`src/rtl/coef_rom_pkg.sv`:
```
// Shared types and widths for the coefficient ROM burst arbiter.
package coef_rom_pkg;

    localparam int COEF_AW  = 8;
    localparam int COEF_DW  = 16;
    // Tag id is sized for the largest supported requester count (4).
    localparam int COEF_IDW = 2;

    typedef struct packed {
        logic [COEF_IDW-1:0] id;
        logic                last;
    } coef_tag_t;

    typedef enum logic {
        ST_IDLE,
        ST_BURST
    } coef_arb_state_e;

endpackage

```
`src/rtl/coef_rom_arbiter_if.sv`:
```
// Request, ROM and response signals of the coefficient ROM arbiter.
interface coef_rom_arbiter_if
    import coef_rom_pkg::*;
#(
    parameter int N_REQ = 2,
    parameter int AW    = COEF_AW,
    parameter int DW    = COEF_DW
);
    localparam int IDW = (N_REQ > 1) ? $clog2(N_REQ) : 1;

    logic [N_REQ-1:0]    req_valid;
    logic [N_REQ-1:0]    req_ready;
    logic [N_REQ*AW-1:0] req_base;
    logic [N_REQ*AW-1:0] req_len;

    logic [AW-1:0]       rom_a;
    logic                rom_cen;
    logic [DW-1:0]       rom_q;

    logic                rsp_valid;
    logic                rsp_ready;
    logic [DW-1:0]       rsp_data;
    logic [IDW-1:0]      rsp_id;
    logic                rsp_last;
    logic                busy;

    modport slave (
        input  req_valid, req_base, req_len, rom_q, rsp_ready,
        output req_ready, rom_a, rom_cen, rsp_valid, rsp_data, rsp_id, rsp_last, busy
    );

    modport master (
        output req_valid, req_base, req_len, rom_q, rsp_ready,
        input  req_ready, rom_a, rom_cen, rsp_valid, rsp_data, rsp_id, rsp_last, busy
    );

endinterface

```
`src/rtl/coef_rsp_fifo.sv`:
```
// Two-entry response FIFO carrying ROM data plus its {id, last} tag.
module coef_rsp_fifo
    import coef_rom_pkg::*;
#(
    parameter int DW = COEF_DW
) (
    input  logic          clk,
    input  logic          reset_n,
    input  logic          push_i,
    input  logic [DW-1:0] data_i,
    input  coef_tag_t     tag_i,
    input  logic          pop_i,
    output logic          valid_o,
    output logic [DW-1:0] data_o,
    output coef_tag_t     tag_o,
    output logic [1:0]    occ_o
);

    logic [DW-1:0] data_q [2];
    coef_tag_t     tag_q  [2];
    logic          wr_q, wr_d;
    logic          rd_q, rd_d;
    logic [1:0]    occ_q, occ_d;
    logic          do_push, do_pop;

    always_comb begin
        do_pop  = pop_i && (occ_q != 2'd0);
        do_push = push_i && ((occ_q != 2'd2) || do_pop);
        wr_d    = do_push ? ~wr_q : wr_q;
        rd_d    = do_pop  ? ~rd_q : rd_q;
        occ_d   = occ_q + {1'b0, do_push} - {1'b0, do_pop};
    end

    always_ff @(posedge clk or negedge reset_n) begin
        if (!reset_n) begin
            for (int unsigned i = 0; i < 2; i++) begin
                data_q[i] <= '0;
                tag_q[i]  <= '0;
            end
            wr_q  <= 1'b0;
            rd_q  <= 1'b0;
            occ_q <= '0;
        end else begin
            if (do_push) begin
                data_q[wr_q] <= data_i;
                tag_q[wr_q]  <= tag_i;
            end
            wr_q  <= wr_d;
            rd_q  <= rd_d;
            occ_q <= occ_d;
        end
    end

    assign valid_o = (occ_q != 2'd0);
    assign data_o  = data_q[rd_q];
    assign tag_o   = tag_q[rd_q];
    assign occ_o   = occ_q;

endmodule

```
`src/rtl/coef_rom_arbiter.sv`:
```
// Round-robin burst-read arbiter sharing one registered coefficient ROM.
module coef_rom_arbiter
    import coef_rom_pkg::*;
#(
    parameter int N_REQ = 2,
    parameter int AW    = COEF_AW,
    parameter int DW    = COEF_DW
) (
    input  logic               clk,
    input  logic               reset_n,
    coef_rom_arbiter_if.slave  bus
);

    localparam int IDW = (N_REQ > 1) ? $clog2(N_REQ) : 1;
    localparam int RW  = AW + 1;

    coef_arb_state_e     state_q, state_d;
    logic [AW-1:0]       addr_q, addr_d;
    logic [RW-1:0]       remain_q, remain_d;
    logic [COEF_IDW-1:0] id_q, id_d;
    logic [IDW-1:0]      last_grant_q, last_grant_d;
    logic                inflight_q;
    coef_tag_t           tag_q, tag_d;

    logic [IDW-1:0]      cand;
    logic [IDW-1:0]      grant_idx;
    logic                grant_found;
    logic [N_REQ-1:0]    req_ready_c;
    logic [AW-1:0]       grant_len;
    logic                issue;
    logic                pop;
    logic [2:0]          credit_used;

    logic                fifo_valid;
    logic [DW-1:0]       fifo_data;
    coef_tag_t           fifo_tag;
    logic [1:0]          occ;
    logic                unused_tag_id;

    // Search starts one past the previous winner so every requester gets a turn.
    always_comb begin
        cand        = '0;
        grant_idx   = '0;
        grant_found = 1'b0;
        for (int unsigned k = 1; k <= N_REQ; k++) begin
            cand = IDW'((int'(last_grant_q) + int'(k)) % N_REQ);
            if (!grant_found && bus.req_valid[cand]) begin
                grant_found = 1'b1;
                grant_idx   = cand;
            end
        end
    end

    assign pop         = fifo_valid && bus.rsp_ready;
    assign credit_used = {1'b0, occ} + {2'b00, inflight_q};
    assign grant_len   = bus.req_len[int'(grant_idx)*AW +: AW];

    always_comb begin
        state_d      = state_q;
        addr_d       = addr_q;
        remain_d     = remain_q;
        id_d         = id_q;
        last_grant_d = last_grant_q;
        req_ready_c  = '0;
        issue        = 1'b0;
        tag_d        = '{id: id_q, last: (remain_q == RW'(1))};

        case (state_q)
            ST_IDLE: begin
                if (grant_found) begin
                    req_ready_c[grant_idx] = 1'b1;
                    addr_d       = bus.req_base[int'(grant_idx)*AW +: AW];
                    remain_d     = (grant_len == '0) ? RW'(2**AW) : {1'b0, grant_len};
                    id_d         = COEF_IDW'(grant_idx);
                    last_grant_d = grant_idx;
                    state_d      = ST_BURST;
                end
            end
            ST_BURST: begin
                // A same-cycle pop frees a slot, so it counts as credit immediately.
                if (credit_used < (3'd2 + {2'b00, pop})) begin
                    issue    = 1'b1;
                    addr_d   = addr_q + AW'(1);
                    remain_d = remain_q - RW'(1);
                    if (remain_q == RW'(1)) begin
                        state_d = ST_IDLE;
                    end
                end
            end
            default: state_d = ST_IDLE;
        endcase
    end

    always_ff @(posedge clk or negedge reset_n) begin
        if (!reset_n) begin
            state_q      <= ST_IDLE;
            addr_q       <= '0;
            remain_q     <= '0;
            id_q         <= '0;
            last_grant_q <= IDW'(N_REQ - 1);
            inflight_q   <= 1'b0;
            tag_q        <= '0;
        end else begin
            state_q      <= state_d;
            addr_q       <= addr_d;
            remain_q     <= remain_d;
            id_q         <= id_d;
            last_grant_q <= last_grant_d;
            inflight_q   <= issue;
            tag_q        <= tag_d;
        end
    end

    coef_rsp_fifo #(.DW(DW)) u_fifo (
        .clk     (clk),
        .reset_n (reset_n),
        .push_i  (inflight_q),
        .data_i  (bus.rom_q),
        .tag_i   (tag_q),
        .pop_i   (pop),
        .valid_o (fifo_valid),
        .data_o  (fifo_data),
        .tag_o   (fifo_tag),
        .occ_o   (occ)
    );

    assign unused_tag_id = ^fifo_tag.id;

    assign bus.req_ready = req_ready_c;
    assign bus.rom_cen   = issue;
    assign bus.rom_a     = addr_q;
    assign bus.rsp_valid = fifo_valid;
    assign bus.rsp_data  = fifo_data;
    assign bus.rsp_id    = fifo_tag.id[IDW-1:0];
    assign bus.rsp_last  = fifo_tag.last;
    assign bus.busy      = (state_q == ST_BURST) | inflight_q | (occ != 2'd0);

endmodule

```
`src/flat_wrapper.sv`:
```
// flat-port wrapper written by rule: the top's interface ports become plain ports
module coef_rom_arbiter_flat import coef_rom_pkg::*;
#(
    parameter int N_REQ = 2,
    parameter int AW    = COEF_AW,
    parameter int DW    = COEF_DW
)
  (clk, reset_n, bus_req_valid, bus_req_base, bus_req_len, bus_rom_q, bus_rsp_ready, bus_req_ready, bus_rom_a, bus_rom_cen, bus_rsp_valid, bus_rsp_data, bus_rsp_id, bus_rsp_last, bus_busy);
  coef_rom_arbiter_if #(.N_REQ(N_REQ), .AW(AW), .DW(DW)) bus_i ();
  input  logic clk;
  input  logic reset_n;
  input wire logic [$bits(bus_i.req_valid)-1:0] bus_req_valid;
  input wire logic [$bits(bus_i.req_base)-1:0] bus_req_base;
  input wire logic [$bits(bus_i.req_len)-1:0] bus_req_len;
  input wire logic [$bits(bus_i.rom_q)-1:0] bus_rom_q;
  input wire logic [$bits(bus_i.rsp_ready)-1:0] bus_rsp_ready;
  output wire logic [$bits(bus_i.req_ready)-1:0] bus_req_ready;
  output wire logic [$bits(bus_i.rom_a)-1:0] bus_rom_a;
  output wire logic [$bits(bus_i.rom_cen)-1:0] bus_rom_cen;
  output wire logic [$bits(bus_i.rsp_valid)-1:0] bus_rsp_valid;
  output wire logic [$bits(bus_i.rsp_data)-1:0] bus_rsp_data;
  output wire logic [$bits(bus_i.rsp_id)-1:0] bus_rsp_id;
  output wire logic [$bits(bus_i.rsp_last)-1:0] bus_rsp_last;
  output wire logic [$bits(bus_i.busy)-1:0] bus_busy;
  assign bus_i.req_valid = bus_req_valid;
  assign bus_i.req_base = bus_req_base;
  assign bus_i.req_len = bus_req_len;
  assign bus_i.rom_q = bus_rom_q;
  assign bus_i.rsp_ready = bus_rsp_ready;
  assign bus_req_ready = bus_i.req_ready;
  assign bus_rom_a = bus_i.rom_a;
  assign bus_rom_cen = bus_i.rom_cen;
  assign bus_rsp_valid = bus_i.rsp_valid;
  assign bus_rsp_data = bus_i.rsp_data;
  assign bus_rsp_id = bus_i.rsp_id;
  assign bus_rsp_last = bus_i.rsp_last;
  assign bus_busy = bus_i.busy;
  coef_rom_arbiter #(.N_REQ(N_REQ), .AW(AW), .DW(DW)) u_core (.clk(clk), .reset_n(reset_n), .bus(bus_i));
endmodule
```
`config.mk`:
```
export PLATFORM = sky130hd
export DESIGN_NAME = coef_rom_arbiter_flat
export DESIGN_NICKNAME = d
export VERILOG_FILES = /design/src/rtl/coef_rom_pkg.sv /design/src/rtl/coef_rom_arbiter_if.sv /design/src/rtl/coef_rsp_fifo.sv /design/src/rtl/coef_rom_arbiter.sv /design/src/flat_wrapper.sv
export SDC_FILE = /design/constraint.sdc
export NUM_CORES = 1
export LEC_CHECK = 0
export BUFFER_PORTS_ARGS = -buffer_cell sky130_fd_sc_hd__buf_2
export CORE_MARGIN = 2
export CORE_UTILIZATION = 35
export CTS_BUF_LIST = sky130_fd_sc_hd__clkbuf_4
export DETAILED_ROUTE_END_ITERATION = 6
export PLACE_DENSITY = 0.56
export RECOVER_POWER = 25
export SLEW_MARGIN = 20
export SYNTH_ARGS = -nofsm -noshare
export SYNTH_HDL_FRONTEND = slang
export SYNTH_SLANG_ARGS = --single-unit
```
`constraint.sdc`:
```
create_clock -name clk -period 2.8 [get_ports clk]
set_clock_uncertainty 0.1 [all_clocks]
set_input_delay 0.42 -clock clk [delete_from_list [all_inputs] [get_ports clk]]
set_output_delay 0.42 -clock clk [all_outputs]
set_load 0.02 [all_outputs]
```
==> results.md <==
- Area occupied by multi-input gates: 0.00168 sq mm
- CP Cell Sequence: ha_1 > ha_1 > o21ai_1 > and2_1 > buf_2
- Max Buffers Root-to-Sink: 2
- Layout fillers: 920
- CTS Root Cell: clkbuf_4
- Max FO, Critical Path: 6
- GPL Wtd Cong: 0.776
- Clk sink count: 63
- Reg area: 0.00158 sq mm
- CP Class: flop to primary output
- Detailed Routing Iterations Pass 1: 5
- Overall Global Routing Usage: 0.151
- #FFs+latches synth: 63
- Die Span Y: 102 um
- WL/cell: 14.5 um
- Required time of the worst setup path: 2.28 ns
- CP arrival: 2.07 ns
- Finished Core Util: 0.438
- Via-to-Cell Ratio: 4.99
- Placeable Area: 0.00928 sq mm
- DRC Markers: 0
- Synth warn: 0
- DRT iter0 DRCs: 46
- HP Class: primary input to flop
- Final TNS setup: 0 ns
- Failing checks: max-capacitance violations, max-slew violations
- Tot Pwr: 4660 uW
- EDFF count, synth: 0
- P&R area growth vs syn: 21.4%
- Die area: 0.0104 sq mm
- N_diodes: 0
- Place WS: 0.248 ns
- Num CTS Buffers: 9
- Top Family by Delay on Critical Path: adder cells
- Async SR Flop Fraction: 1.00
- Crit path top cell by count: ha_1
- First-pass GRT wire length: 12400 um
- HPWL Detailed: 5330 um
- Slew Viols, Final: 64
- Hold WS: 0.143 ns
- RSZ-0062 raised after global routing: no
- PnR worst setup slack: 0.206 ns
- Vias in the first global route: 2626
- Sequential fraction of the synthesis area: 0.471
- Worst R2R Setup Slack: 0.25 ns
- Buffers on Ports: 83
- # IOs: 84
- Routed vias: 2540
- Cell count after synthesis: 290
- Clock insertion delay at the later pin of the skew report: 0.39 ns
- Clk slew on worst S/H paths: 0.11 ns
- Worst VDD drop: 0.421 mV
- CTS tree: yes
- Total Routed Length: 7400 um
- Leakage: 0.00184 uW
- Max incr delay on CP: 0.50 ns
- Synth Area per Inst: 11.5 sq um
- Yosys top cell area share: 0.463
- Slew HR: -0.0363
- Status: complete, but fails checks
- H-tree depth: 3
- Gr ovfl total: 0
- PD cells: 1150 mW/mm^2
- Post-synth top flop: dfrtp_1
- Count of cell types in the netlist: 56
- Final min period: 2.59 ns
- Cts hold-fix bufs: 0
- Fraction of layout cells with a size suffix above 1: 0.389
- Rows: 35
- CP Capture Type: primary output
- Largest net degree at the start of global routing: 64
- Syn Nets: 350
- Number of max-cap violations: 1
- Slowest CP cell: dfrtp_1
- Resize count post-CTS: 0
- Post-Syn Area: 0.00335 sq mm
- # setup viols final: 0
- DIE WIDTH: 102 um
- Buf+Inv Stages, Crit Path: 1
- Antenna violations before repair: 0
- Largest cells by area after synthesis: dfrtp_1 46%, mux2_1 10%, mux2_2 9.1%, ha_1 2.6%, o21ai_1 1.9%
- Initial core utilization: 0.361
- Tcrit/Tclk final: 0.927
- Post-CTS setup buffers: 0
- CP Launch Type: flop
- Final hold vios: 0
- Fmax: 385 MHz
- Worst-Margin Slew: 1.55 ns
- Yosys top cell by area: dfrtp_1
- Final ANT Viol Nets: 0
- Final nets: 435
[synthesized netlist by cell type (all sizes together), types with 4 or more instances]
master,number
dfrtp,62
mux2,58
nor2,18
o21ai,17
nand2,13
buf,9
a21oi,7
ha,7
inv,7
nand3,7
nor3,7
clkbuf,6
mux2i,6
o32a,6
a221oi,5
or2,5
o211ai,4
xnor2,4
[final timing paths]
path | startpoint | endpoint | cells past startpoint
max | u_core.u_fifo.occ_o[0]$_DFF_PN0_ | bus_rom_cen | 5
min | bus_rom_q[11] | u_core.u_fifo.data_q[11]$_DFFE_PN0P_ | 2
max reg2reg | u_core.u_fifo.occ_o[0]$_DFF_PN0_ | u_core.bus.rom_a[1]$_DFFE_PN0P_ | 5
min reg2reg | u_core.id_q[0]$_DFFE_PN0P_ | u_core.tag_q[1]$_DFF_PN0_ | 0
max in group asynchronous | reset_n | u_core.u_fifo.data_q[3]$_DFFE_PN0P_ | 2
min in group asynchronous | reset_n | u_core.u_fifo.data_q[17]$_DFFE_PN0P_ | 2
[area by class of cell]
type	count	share of cell area
multi-input cells	205	0.412
flip-flops and latches	63	0.388
repair buffers	89	0.113
well taps	129	0.0397
clock inverters	6	0.0231
clock buffers	10	0.0185
inverters	7	0.00646
[registers in the layout (all words and copies together) (netlist names), 2 cells and up]
register and cells:
u_core.remain_q 9, u_core.u_fifo.data_q 32, u_core.u_fifo.tag_q 4, u_core.bus.rom_a 8, u_core.tag_q 2, u_core.u_fifo.occ_o 2
[logic make-up after synthesis]
logic type,after synthesis,share of synthesized area
DFF,63,0.471
AOI/OAI and AO/OA,61,0.145
and+or+nand+nor,69,0.106
adders and majority gates,7,0.0261
xor gates and xnor gates,4,0.0105
muxes,64,0.213
buffers and inverters,22,0.0288
[metrics by stage]
step / instances / area, sq um
CTS: 509 / 4070
global route: 509 / 4070
detailed placement: 493 / 3900
finish: 509 / 4070
floorplan: 290 / 3350
global placement: 493 / 3900
[cells in the final DEF, fill, tap and decap left out, types with 3 or more instances in the layout]
master	netlist	routed
a21oi_1	7	7
o211ai_1	3	3
inv_1	6	6
nand3_1	7	7
nor3_1	7	7
a221oi_1	5	5
mux2_2	27	27
mux2_1	31	31
or2_2	5	5
buf_4	1	5
xnor2_1	4	4
o21ai_1	13	13
o32a_1	6	6
o22ai_1	3	3
ha_1	7	7
nor2_1	17	17
mux2i_1	6	6
dfrtp_1	62	62
buf_2	8	83
nand2_1	13	13
clkbuf_4	0	10
nor2b_1	3	3
nand4_1	3	3
o21ai_0	3	3
[worst reg2reg max path, cell delays in order (launching register included)]
cell	delay [ns]
dfrtp_1	0.50
ha_1	0.25
ha_1	0.22
or3b_4	0.39
o211ai_2	0.60
mux2_2	0.41
[where the power goes]
| part | leakage [uW] | switching, uW | total (uW) | internal [uW] |
|---|---|---|---|---|
| clock | 0.0000872 | 353 | 731 | 378 |
| sequential | 0.000753 | 288 | 1590 | 1300 |
| combinational | 0.000999 | 1260 | 2340 | 1080 |
| total | 0.00184 | 1900 | 4660 | 2760 |
[metal layers]
metal  share of wire  vias up  global-route usage
met5               0        -                   0
met4          0.0077        0              0.0492
met3           0.046        6              0.0280
met2            0.46       68               0.244
met1            0.49     1208               0.206
li1                -     1258                   -
Power figures use the tool's default switching activity.
